File: src/rtl/i2s_fifo_bridge_ctrl_if.sv
// APB bus bundle for the I2S FIFO bridge controller.
//   master : drives psel/penable/pwrite/paddr/pwdata, samples prdata/pready/pslverr
//   slave  : the opposite direction (used by i2s_fifo_bridge_ctrl)
`timescale 1ns/1ps
interface i2s_fifo_bridge_ctrl_if #(
    parameter int DATA_W = 32,
    parameter int ADDR_W = 8
);
    logic              psel;
    logic              penable;
    logic              pwrite;
    logic [ADDR_W-1:0] paddr;
    logic [DATA_W-1:0] pwdata;
    logic [DATA_W-1:0] prdata;
    logic              pready;
    logic              pslverr;

    modport master (
        output psel, penable, pwrite, paddr, pwdata,
        input  prdata, pready, pslverr
    );

    modport slave (
        input  psel, penable, pwrite, paddr, pwdata,
        output prdata, pready, pslverr
    );
endinterface

File: src/rtl/i2s_fifo_bridge_ctrl.sv
// I2S FIFO bridge controller.
// Moves single words between the APB data window and the I2S Tx/Rx FIFOs through
// one Tx holding word and one Rx holding word. Accesses that cannot be served
// yet are stretched with pready=0 and abandoned with pslverr after WAIT_MAX
// stalled cycles; such timeouts are counted as overruns (Tx) or underruns (Rx).
// Ports:
//   pclk, preset          clock (posedge) and asynchronous active-low reset
//   apb (slave modport)   psel/penable/pwrite/paddr/pwdata in, prdata/pready/pslverr out
//   tx_fifo_full in       Tx FIFO cannot accept
//   tx_fifo_wen/wdata out one-cycle push strobe and Tx holding word
//   rx_fifo_empty in      Rx FIFO has no data
//   rx_fifo_ren out       one-cycle pop strobe
//   rx_fifo_rdata in      pop data, valid the cycle after rx_fifo_ren
//   irq out               registered level interrupt
// Register map: 0x04 TXDATA (W), 0x08 RXDATA (R), 0x0C IRQ_EN (RW [2:0]),
//               0x10 STATUS (R, write clears counters and err).
`timescale 1ns/1ps
module i2s_fifo_bridge_ctrl #(
    parameter int DATA_W   = 32,
    parameter int ADDR_W   = 8,
    parameter int WAIT_MAX = 16,
    parameter int CNT_W    = 8
) (
    input  logic                  pclk,
    input  logic                  preset,
    i2s_fifo_bridge_ctrl_if.slave apb,
    input  logic                  tx_fifo_full,
    output logic                  tx_fifo_wen,
    output logic [DATA_W-1:0]     tx_fifo_wdata,
    input  logic                  rx_fifo_empty,
    output logic                  rx_fifo_ren,
    input  logic [DATA_W-1:0]     rx_fifo_rdata,
    output logic                  irq
);
    localparam logic [ADDR_W-1:0] ADDR_TX     = ADDR_W'(8'h04);
    localparam logic [ADDR_W-1:0] ADDR_RX     = ADDR_W'(8'h08);
    localparam logic [ADDR_W-1:0] ADDR_IRQ_EN = ADDR_W'(8'h0C);
    localparam logic [ADDR_W-1:0] ADDR_STATUS = ADDR_W'(8'h10);
    localparam int                WC_W        = $clog2(WAIT_MAX + 1);
    localparam logic [WC_W-1:0]   WAIT_LIMIT  = WC_W'(WAIT_MAX);
    localparam logic [CNT_W-1:0]  CNT_MAX     = '1;

    typedef enum logic {TX_EMPTY, TX_HELD} tx_state_t;
    typedef enum logic [1:0] {RX_IDLE, RX_REQ, RX_CAP, RX_FULL} rx_state_t;

    tx_state_t         tx_state_reg;
    rx_state_t         rx_state_reg;
    logic [DATA_W-1:0] tx_hold_reg;
    logic [DATA_W-1:0] rx_hold_reg;
    logic [WC_W-1:0]   wait_cnt_reg;
    logic [2:0]        irq_en_reg;
    logic              err_reg;

    // ---------------------------------------------------------------
    // Access decode
    // ---------------------------------------------------------------
    logic access, tx_wr, rx_rd, en_wr, status_clr;
    logic tx_stall, rx_stall, stall, timeout;
    logic tx_accept, rx_take, ovr_inc, udr_inc;

    assign access     = apb.psel & apb.penable;
    assign tx_wr      = access &  apb.pwrite & (apb.paddr == ADDR_TX);
    assign rx_rd      = access & ~apb.pwrite & (apb.paddr == ADDR_RX);
    assign en_wr      = access &  apb.pwrite & (apb.paddr == ADDR_IRQ_EN);
    assign status_clr = access &  apb.pwrite & (apb.paddr == ADDR_STATUS);

    assign tx_stall   = tx_wr & (tx_state_reg == TX_HELD);
    assign rx_stall   = rx_rd & (rx_state_reg != RX_FULL);
    assign stall      = tx_stall | rx_stall;
    // The stalled access is released with an error on the cycle the
    // counter has already seen WAIT_MAX stalled cycles.
    assign timeout    = stall & (wait_cnt_reg == WAIT_LIMIT);

    assign tx_accept  = tx_wr & (tx_state_reg == TX_EMPTY);
    assign rx_take    = rx_rd & (rx_state_reg == RX_FULL);
    assign ovr_inc    = timeout & tx_stall;
    assign udr_inc    = timeout & rx_stall;

    assign apb.pready  = ~stall | timeout;
    assign apb.pslverr = timeout;

    // ---------------------------------------------------------------
    // Saturating error counters: [0] overrun, [1] underrun
    // ---------------------------------------------------------------
    logic [1:0] cnt_inc;
    assign cnt_inc = {udr_inc, ovr_inc};

    genvar gi;
    generate
        for (gi = 0; gi < 2; gi++) begin : g_cnt
            logic [CNT_W-1:0] cnt_reg;
            always_ff @(posedge pclk or negedge preset) begin
                if (!preset) begin
                    cnt_reg <= '0;
                end else if (status_clr) begin
                    // A coincident event survives the clear as a count of one.
                    cnt_reg <= cnt_inc[gi] ? CNT_W'(1) : '0;
                end else if (cnt_inc[gi] && (cnt_reg != CNT_MAX)) begin
                    cnt_reg <= cnt_reg + 1'b1;
                end
            end
        end
    endgenerate

    logic [CNT_W-1:0] ovr_cnt, udr_cnt;
    assign ovr_cnt = g_cnt[0].cnt_reg;
    assign udr_cnt = g_cnt[1].cnt_reg;

    // ---------------------------------------------------------------
    // Read data mux
    // ---------------------------------------------------------------
    logic [31:0] status_word;
    assign status_word = {8'h00, 8'(udr_cnt), 8'(ovr_cnt), 4'h0, err_reg,
                          (rx_state_reg == RX_FULL), (tx_state_reg == TX_HELD),
                          tx_fifo_full};

    always_comb begin
        apb.prdata = '0;
        if (access && !apb.pwrite) begin
            case (apb.paddr)
                ADDR_RX:     apb.prdata = rx_take ? rx_hold_reg : '0;
                ADDR_IRQ_EN: apb.prdata = DATA_W'(irq_en_reg);
                ADDR_STATUS: apb.prdata = DATA_W'(status_word);
                default:     apb.prdata = '0;
            endcase
        end
    end

    // ---------------------------------------------------------------
    // Wait-state counter: runs only while an access is being stalled
    // ---------------------------------------------------------------
    always_ff @(posedge pclk or negedge preset) begin
        if (!preset) begin
            wait_cnt_reg <= '0;
        end else if (stall && !timeout) begin
            wait_cnt_reg <= wait_cnt_reg + 1'b1;
        end else begin
            wait_cnt_reg <= '0;
        end
    end

    // ---------------------------------------------------------------
    // Tx FSM: one holding word, pushed as soon as the FIFO has room
    // ---------------------------------------------------------------
    always_ff @(posedge pclk or negedge preset) begin
        if (!preset) begin
            tx_state_reg <= TX_EMPTY;
            tx_hold_reg  <= '0;
            tx_fifo_wen  <= 1'b0;
        end else begin
            tx_fifo_wen <= 1'b0;
            case (tx_state_reg)
                TX_EMPTY: begin
                    if (tx_accept) begin
                        tx_hold_reg  <= apb.pwdata;
                        tx_state_reg <= TX_HELD;
                    end
                end
                TX_HELD: begin
                    // Holding word stays on wdata through the push cycle.
                    if (!tx_fifo_full) begin
                        tx_fifo_wen  <= 1'b1;
                        tx_state_reg <= TX_EMPTY;
                    end
                end
                default: tx_state_reg <= TX_EMPTY;
            endcase
        end
    end

    assign tx_fifo_wdata = tx_hold_reg;

    // ---------------------------------------------------------------
    // Rx FSM: pop one word, capture it a cycle later, hold until read
    // ---------------------------------------------------------------
    always_ff @(posedge pclk or negedge preset) begin
        if (!preset) begin
            rx_state_reg <= RX_IDLE;
            rx_hold_reg  <= '0;
            rx_fifo_ren  <= 1'b0;
        end else begin
            rx_fifo_ren <= 1'b0;
            case (rx_state_reg)
                RX_IDLE: begin
                    if (!rx_fifo_empty) begin
                        rx_fifo_ren  <= 1'b1;
                        rx_state_reg <= RX_REQ;
                    end
                end
                RX_REQ: rx_state_reg <= RX_CAP;
                RX_CAP: begin
                    rx_hold_reg  <= rx_fifo_rdata;
                    rx_state_reg <= RX_FULL;
                end
                RX_FULL: begin
                    if (rx_take) begin
                        rx_state_reg <= RX_IDLE;
                    end
                end
                default: rx_state_reg <= RX_IDLE;
            endcase
        end
    end

    // ---------------------------------------------------------------
    // Control registers, sticky error flag and interrupt
    // ---------------------------------------------------------------
    always_ff @(posedge pclk or negedge preset) begin
        if (!preset) begin
            irq_en_reg <= 3'b000;
            err_reg    <= 1'b0;
            irq        <= 1'b0;
        end else begin
            if (en_wr) begin
                irq_en_reg <= apb.pwdata[2:0];
            end
            if (timeout) begin
                err_reg <= 1'b1;
            end else if (status_clr) begin
                err_reg <= 1'b0;
            end
            irq <= (irq_en_reg[0] & (tx_state_reg == TX_EMPTY)) |
                   (irq_en_reg[1] & (rx_state_reg == RX_FULL))  |
                   (irq_en_reg[2] & err_reg);
        end
    end
endmodule
File: src/flat_wrapper.sv
// flat-port wrapper written by rule: the top's interface ports become plain ports
module i2s_fifo_bridge_ctrl_flat 
#(
    parameter int DATA_W   = 32,
    parameter int ADDR_W   = 8,
    parameter int WAIT_MAX = 16,
    parameter int CNT_W    = 8
)
  (pclk, preset, tx_fifo_full, tx_fifo_wen, tx_fifo_wdata, rx_fifo_empty, rx_fifo_ren, rx_fifo_rdata, irq, apb_psel, apb_penable, apb_pwrite, apb_paddr, apb_pwdata, apb_prdata, apb_pready, apb_pslverr);
  i2s_fifo_bridge_ctrl_if #(.DATA_W(DATA_W), .ADDR_W(ADDR_W)) apb_i ();
  input  logic pclk;
  input  logic preset;
  input  logic tx_fifo_full;
  output logic tx_fifo_wen;
  output logic [DATA_W-1:0] tx_fifo_wdata;
  input  logic rx_fifo_empty;
  output logic rx_fifo_ren;
  input  logic [DATA_W-1:0] rx_fifo_rdata;
  output logic irq;
  input wire logic [$bits(apb_i.psel)-1:0] apb_psel;
  input wire logic [$bits(apb_i.penable)-1:0] apb_penable;
  input wire logic [$bits(apb_i.pwrite)-1:0] apb_pwrite;
  input wire logic [$bits(apb_i.paddr)-1:0] apb_paddr;
  input wire logic [$bits(apb_i.pwdata)-1:0] apb_pwdata;
  output wire logic [$bits(apb_i.prdata)-1:0] apb_prdata;
  output wire logic [$bits(apb_i.pready)-1:0] apb_pready;
  output wire logic [$bits(apb_i.pslverr)-1:0] apb_pslverr;
  assign apb_i.psel = apb_psel;
  assign apb_i.penable = apb_penable;
  assign apb_i.pwrite = apb_pwrite;
  assign apb_i.paddr = apb_paddr;
  assign apb_i.pwdata = apb_pwdata;
  assign apb_prdata = apb_i.prdata;
  assign apb_pready = apb_i.pready;
  assign apb_pslverr = apb_i.pslverr;
  i2s_fifo_bridge_ctrl #(.DATA_W(DATA_W), .ADDR_W(ADDR_W), .WAIT_MAX(WAIT_MAX), .CNT_W(CNT_W)) u_core (.pclk(pclk), .preset(preset), .apb(apb_i), .tx_fifo_full(tx_fifo_full), .tx_fifo_wen(tx_fifo_wen), .tx_fifo_wdata(tx_fifo_wdata), .rx_fifo_empty(rx_fifo_empty), .rx_fifo_ren(rx_fifo_ren), .rx_fifo_rdata(rx_fifo_rdata), .irq(irq));
endmodule
File: config.mk
export PLATFORM = sky130hd
export DESIGN_NAME = i2s_fifo_bridge_ctrl_flat
export DESIGN_NICKNAME = d
export VERILOG_FILES = /design/src/rtl/i2s_fifo_bridge_ctrl_if.sv /design/src/rtl/i2s_fifo_bridge_ctrl.sv /design/src/flat_wrapper.sv
export SDC_FILE = /design/constraint.sdc
export NUM_CORES = 1
export LEC_CHECK = 0
export BUFFER_PORTS_ARGS = -buffer_cell sky130_fd_sc_hd__buf_4
export CELL_PAD_IN_SITES_DETAIL_PLACEMENT = 0
export CELL_PAD_IN_SITES_GLOBAL_PLACEMENT = 1
export CORE_ASPECT_RATIO = 0.5
export CORE_MARGIN = 8
export CORE_UTILIZATION = 36
export CTS_CLUSTER_DIAMETER = 100
export DETAILED_ROUTE_END_ITERATION = 8
export PLACE_DENSITY = 0.76
export SYNTH_ARGS = -nofsm -noshare
export SYNTH_HDL_FRONTEND = slang
export SYNTH_SLANG_ARGS = --single-unit
File: constraint.sdc
create_clock -name pclk -period 1.9 [get_ports pclk]
set_input_delay 0.19 -clock pclk [delete_from_list [all_inputs] [get_ports pclk]]
set_output_delay 0.19 -clock pclk [all_outputs]
set_load 0.03 [all_outputs]
# [Word-level counts from Yosys, hierarchy flattened]
# Cells that the tools add are included.
[op_classes] n_addsub=3 n_bitwise=24 reduce_logical=12 eq_ne=13 muxes=22
[ops] op="32-bit case mux with 3 select lines" count=1
[ops] op="32-bit 2-to-1 mux" count=2
[ops] op="8-bit 2-to-1 mux" count=4
[ops] op="1-bit bitwise AND" count=17
[ops] op="8-bit by 1-bit adder with 8-bit output, second input constant" count=2
[ops] op="8-bit by 4-bit equality test with 1-bit output, second input constant" count=2
[ops] op="8-bit != test, second input constant" count=2
[ops] op="1-bit 2-to-1 mux" count=10
[ops] op="8-bit by 3-bit equality test with 1-bit output, second input constant" count=1
[ops] op="8-bit by 5-bit equality test with 1-bit output, second input constant" count=1
[ops] op="2-bit case mux with 4 select lines" count=1
[ops] op="2-bit nonzero test" count=3
[ops] op="5-bit by 1-bit adder with 5-bit output, second input constant" count=1
[ops] op="5-bit equality test, second input constant" count=1
[ops] op="5-bit 2-to-1 mux" count=1
[ops] op="2-bit equality test, second input constant" count=2
[ops] op="1-bit logical AND" count=4
[ops] op="2-bit 2-to-1 mux" count=2
[ops] op="2-bit != test, second input constant" count=2
[ops] op="1-bit bitwise OR" count=4
[ops] op="2-bit AND reduction" count=2
[ops] op="1-bit inverter" count=3
[ops] op="2-bit by 1-bit equality test with 1-bit output, second input constant" count=1
[ops] op="1-bit zero test" count=2
[ops] op="other kinds (3)" count=3
[totals] register_bits=95 output_inout_bits=69

# [Depth between registers and ports, before layout]
[logic_depth] depth_word=10 depth_mapped=7 ltp_nobuf=6

# [Worst setup path after synthesis]
# Ideal clock, no wire load.
[synth_path] path_type="flip-flop to flip-flop" startpoint="register u_core.rx_state_reg[1]" endpoint="register u_core.err_reg" setup_time_ns=0.067 path_stages_with_launch=7 path_buffers=2 t_required_ns=1.833 path_slack_ns=-0.225 t_arrival_ns=2.058 path_cell_list="dfrtp_1 > ha_1 > clkbuf_1 > or3_1 > clkbuf_1 > a21oi_1 > a21o_1"
[synth_via] elab_chain_len=5
[synth_lines] element="start: declaration" line="i2s_fifo_bridge_ctrl.sv:47" source="rx_state_t rx_state_reg;"
[synth_lines] element="start signal: assignment" line="i2s_fifo_bridge_ctrl.sv:178" source="rx_state_reg <= RX_IDLE;"
[synth_lines] element="start signal: assignment" line="i2s_fifo_bridge_ctrl.sv:187" source="rx_state_reg <= RX_REQ;"
[synth_lines] element="start signal: assignment" line="i2s_fifo_bridge_ctrl.sv:190" source="RX_REQ: rx_state_reg <= RX_CAP;"
[synth_lines] element="2-bit != test *" line="i2s_fifo_bridge_ctrl.sv:68" source="assign rx_stall = rx_rd & (rx_state_reg != RX_FULL);"
[synth_lines] element="1-bit bitwise AND *" line="i2s_fifo_bridge_ctrl.sv:68"
[synth_lines] element="1-bit bitwise OR *" line="i2s_fifo_bridge_ctrl.sv:69" source="assign stall = tx_stall | rx_stall;"
[synth_lines] element="1-bit bitwise AND *" line="i2s_fifo_bridge_ctrl.sv:72" source="assign timeout = stall & (wait_cnt_reg == WAIT_LIMIT);"
[synth_lines] element="via apb_pslverr" line="flat_wrapper.sv:27" source="output wire logic [$bits(apb_i.pslverr)-1:0] apb_pslverr;"
[synth_lines] element="1-bit 2-to-1 mux or 2-bit nonzero test (tied branches)"
[synth_lines] element="end signal: assignment" line="i2s_fifo_bridge_ctrl.sv:211" source="err_reg <= 1'b0;"
[synth_lines] element="end signal: assignment" line="i2s_fifo_bridge_ctrl.sv:218" source="err_reg <= 1'b1;"
[synth_lines] element="end signal: assignment" line="i2s_fifo_bridge_ctrl.sv:220" source="err_reg <= 1'b0;"
[synth_lines] element="end: declaration" line="i2s_fifo_bridge_ctrl.sv:52" source="logic err_reg;"
# Mark *: on every way through the listed nets, which the timed path passes. The rest lies on a longest branch.
# A chain may end at the register's enable or synchronous reset.

# [Worst setup path after layout]
[layout_path] startpoint="register u_core.rx_state_reg[0]" endpoint="output apb_pready"
[layout_via] elab_chain_len=5
[layout_lines] element="2-bit != test *" line="i2s_fifo_bridge_ctrl.sv:68"
[layout_lines] element="1-bit bitwise AND *" line="i2s_fifo_bridge_ctrl.sv:68"
[layout_lines] element="1-bit bitwise OR *" line="i2s_fifo_bridge_ctrl.sv:69"
[layout_lines] element="1-bit bitwise AND or 1-bit inverter (tied branches)" line="i2s_fifo_bridge_ctrl.sv:72, i2s_fifo_bridge_ctrl.sv:79"
[layout_lines] element="1-bit bitwise OR *" line="i2s_fifo_bridge_ctrl.sv:79" source="assign apb.pready = ~stall | timeout;"
[layout_lines] element="end: declaration" line="flat_wrapper.sv:26" source="output wire logic [$bits(apb_i.pready)-1:0] apb_pready;"
# Mark *: on every way between the ends. The rest lies on a longest branch, timed or not.

==> metrics.txt <==
Vias=3813; xor/xnor cell area share of the yosys netlist=0.5673%; Post-Layout Cell Count=747; drt total wl=13540 um; die height=96.21 um; Syn Inst Count=378; Clock Skew=0.007429 ns; Worst-Skew Late Latency=0.34 ns; leakage power=3.523 nW; Clock Power Share=30.4%; register area share after synthesis=51.32%; CTS tree=yes; Crit path arrival time=1.79 ns; PortBufs=147; vias in the first global route=3916; Global Route Usage Sum=15.26%; sw frac=27.58%; vias per cell=5.104; Layout Cell Area excl Fill=0.007121 sq mm; Yosys cell types=48; reg-to-reg startpoint=u_core.g_cnt[0].cnt_reg[1]; Net Sw Power=0.001711 W; initial antenna violation count=0; ANT nets after route=0; async set-reset flop share out of synthesis=100.0%; largest family of logic cells by synthesized area=multiplexers; antenna cells=0; Ports=148; Seq cells post-synth=95; mapped cell area=0.004632 sq mm; post-layout total power=0.006202 W; Compound-Gate Fraction of Synth Area=8.698%; Setup TNS Final=-0.4223 ns; multi-input combinational cell area=0.002401 sq mm; # DRC=0; Root Driver=clkbuf_16; first-pass GRT wire length=20630 um; EDFF count, synth=0; simple-gate share of the synthesized area=13.45%; crit share post-route=104.5%; worst slew pin tran=0.4763 ns; Power Density=871.0 mW/mm^2; P&R area growth vs syn=53.73%; layout cells sized above 1=60.49%; multiplexer share of the synthesized area=20.18%; Wirelength per Cell=18.13 um; Filler Cell Count=1070; Worst Hold Depth=2; Cell Count Post-Placement=710; sequential power share=43.2%; DRT iter0 DRCs=187; H-Tree Depth=3; Reg2Reg Setup Slack=-0.06 ns; Sequential cell area=0.002377 sq mm; routability cong.=0.8311; Clk pin slew, worst setup/hold paths=0.07 ns; RSZ-0062 raised after global routing=true; status=finished with violations; standard-cell rows=29; Die Wd=176.4 um; worst reg-to-reg path cell count=5; Synth warnings=0; Final Hold Vio Count=0; internal power=0.004491 W; worst hold path class=input pin to flip-flop; largest fanout on the critical path=3; Layout Nets=659; Comb pwr share=26.3%; top_reg_cell synth=dfrtp_1; failing checks=setup timing; Final min period=1.985 ns; drt pass-1 iters=4; WHS Endpoint=u_core.rx_fifo_ren; startpoint types=flip-flop; CP required=1.71 ns; Initial Util=36.68%; adder-cell share of the synthesized area=2.161%; Worst Min Path Start=rx_fifo_empty; dpl hpwl=9694 um; peak supply drop=0.0004617 V; Max Cap Viol=0; full die area=0.01697 sq mm; CTS sink cnt=95; dpl cell area=0.006277 sq mm; WS Path Type=flip-flop to output pin; Overflow after GRT=0; CORE AREA=0.01263 sq mm; largest net degree at the start of global routing=47; Relative slew margins=68.25%; Max Slew Vio Count=0; FMAX=503.8 MHz; total CTS buffers=9; Critical R2R Capture=u_core.g_cnt[0].cnt_reg[5]; Mean Syn Cell Area=12.25 sq um; CP Capture Type=output pin; clk buf depth=2; final setup violation count=16; syn nets=465; Final WS setup=-0.08494 ns
==> layout by cell type, fill, tap and decap left out, types with 3 or more instances in the layout <==
cell       instances
buf_4            171
dfrtp_1           95
mux2_2            36
mux2_4            29
buf_6             29
nor2_2            19
a32oi_2           18
and3_1            17
inv_1             12
nor2_1            11
nand2_1            9
clkbuf_16          9
nand4_1            8
o31ai_1            8
nand2b_1           6
mux2i_1            6
buf_12             6
or4_1              5
a21oi_2            5
ha_1               5
a21oi_1            4
nand3_1            3
and2_1             3
a22o_1             3
o21ai_0            3
or3_1              3
mux2_1             3
==> worst max-delay path, cell delays in order (launching register included) <==
cell and delay, ns:
dfrtp_1 0.41, ha_4 0.19, or3_4 0.36, a211o_4 0.35, buf_6 0.14
==> through the flow <==
| step | hold WS [ns] | setup slack, ns | utilization, % |
|---|---|---|---|
| 6_report | 0.01045 | -0.08494 | 56.39 |
| 5_1_grt | 0.005927 | -0.1404 | 56.39 |
| 4_1_cts | 0.002217 | -0.1801 | 55.03 |
| 3_5_place_dp | 0.1629 | -0.08427 | 49.71 |
| 3_3_place_gp | 0.1521 | -0.06603 | 49.71 |
| 2_1_floorplan | -0.1056 | 0.006750 | - |
==> how the worst max path moves through the flow <==
stage / from / to / slack [ns]
2_1_floorplan: apb_paddr[1] / apb_prdata[10] / 0.007
3_5_place_dp: u_core.g_cnt[0].cnt_reg[0] / u_core.g_cnt[0].cnt_reg[5] / -0.08
6_report: u_core.rx_state_reg[0] / apb_pready / -0.08
4_1_cts: u_core.rx_state_reg[0] / apb_pready / -0.18
3_3_place_gp: apb_paddr[1] / u_core.tx_fifo_wdata[31] / -0.07
5_1_grt: u_core.wait_cnt_reg[1] / apb_pslverr / -0.14
==> layer usage <==
metal / vias to the layer above / track usage [%] / wire length, um / share of wire, %
li1: 1793 / - / - / -
met1: 1917 / 19.31 / 5980 / 44
met2: 88 / 25.89 / 6719 / 50
met3: 15 / 3.876 / 674 / 5.0
met4: 0 / 4.239 / 168 / 1.2
met5: - / 0 / 0 / 0
==> final cells by class <==
class | instances | share of cell area (%)
Clock buffer | 11 | 3.549
Tap cell | 170 | 2.987
Timing Repair Buffer | 208 | 24.83
Clock inverter | 5 | 0.8962
Sequential cell | 95 | 33.39
Multi-Input combinational cell | 246 | 33.72
Inverter | 12 | 0.6326
==> power groups by stage <==
stage	Clock (W)	Combinational (W)	Sequential, W
4_1_cts	0.00195	0.00160	0.00267
5_1_grt	0.00202	0.00178	0.00273
6_report	0.00189	0.00163	0.00268
3_5_place_dp	0	0.00130	0.00267
3_3_place_gp	0	0.00127	0.00265
2_1_floorplan	0	0.000881	0.00263
==> kinds of logic after synthesis <==
family / count (synthesis)
mux: 74
flops: 95
compound gates: 53
xor+xnor: 3
simple gates: 107
buf+inv: 38
fa+ha+maj: 8
==> synth_stat cells, types with 2 or more instances <==
| cell | number | share of area (%) |
|---|---|---|
| buf_6 | 3 | 0.73 |
| clkbuf_1 | 21 | 1.7 |
| or4_1 | 7 | 1.1 |
| a21oi_1 | 10 | 1.1 |
| nor4b_1 | 3 | 0.57 |
| nand3_1 | 4 | 0.43 |
| a22o_1 | 3 | 0.57 |
| mux2_4 | 29 | 9.4 |
| o211ai_1 | 2 | 0.32 |
| mux2_2 | 36 | 8.8 |
| o31ai_1 | 8 | 1.3 |
| nand4_1 | 8 | 1.1 |
| nor2_1 | 29 | 2.3 |
| or3_1 | 5 | 0.68 |
| nand2b_1 | 6 | 0.81 |
| inv_1 | 12 | 0.97 |
| xor2_1 | 2 | 0.38 |
| nand2_1 | 9 | 0.73 |
| mux2i_1 | 6 | 1.3 |
| mux2_1 | 3 | 0.73 |
| ha_1 | 8 | 2.2 |
| o21ai_0 | 3 | 0.32 |
| and3_1 | 18 | 2.4 |
| and4_1 | 2 | 0.38 |
| nor4_1 | 2 | 0.27 |
| dfrtp_1 | 95 | 51 |
| buf_2 | 2 | 0.22 |
| a32oi_1 | 20 | 3.8 |
| and2_1 | 3 | 0.41 |
==> repair_timing <==
| action | 4_1_cts | 5_1_grt |
|---|---|---|
| endpoints found under the setup margin | 40 | 48 |
| hold buffers | 1 | 0 |
| endpoints found under the hold margin | 29 | 0 |
| setup buffers | 10 | 8 |
| pin swaps | 7 | 9 |
| gates resized for setup | 44 | 23 |
| cloned | 1 | 1 |
No activity file was read; power rests on OpenSTA's default activity.
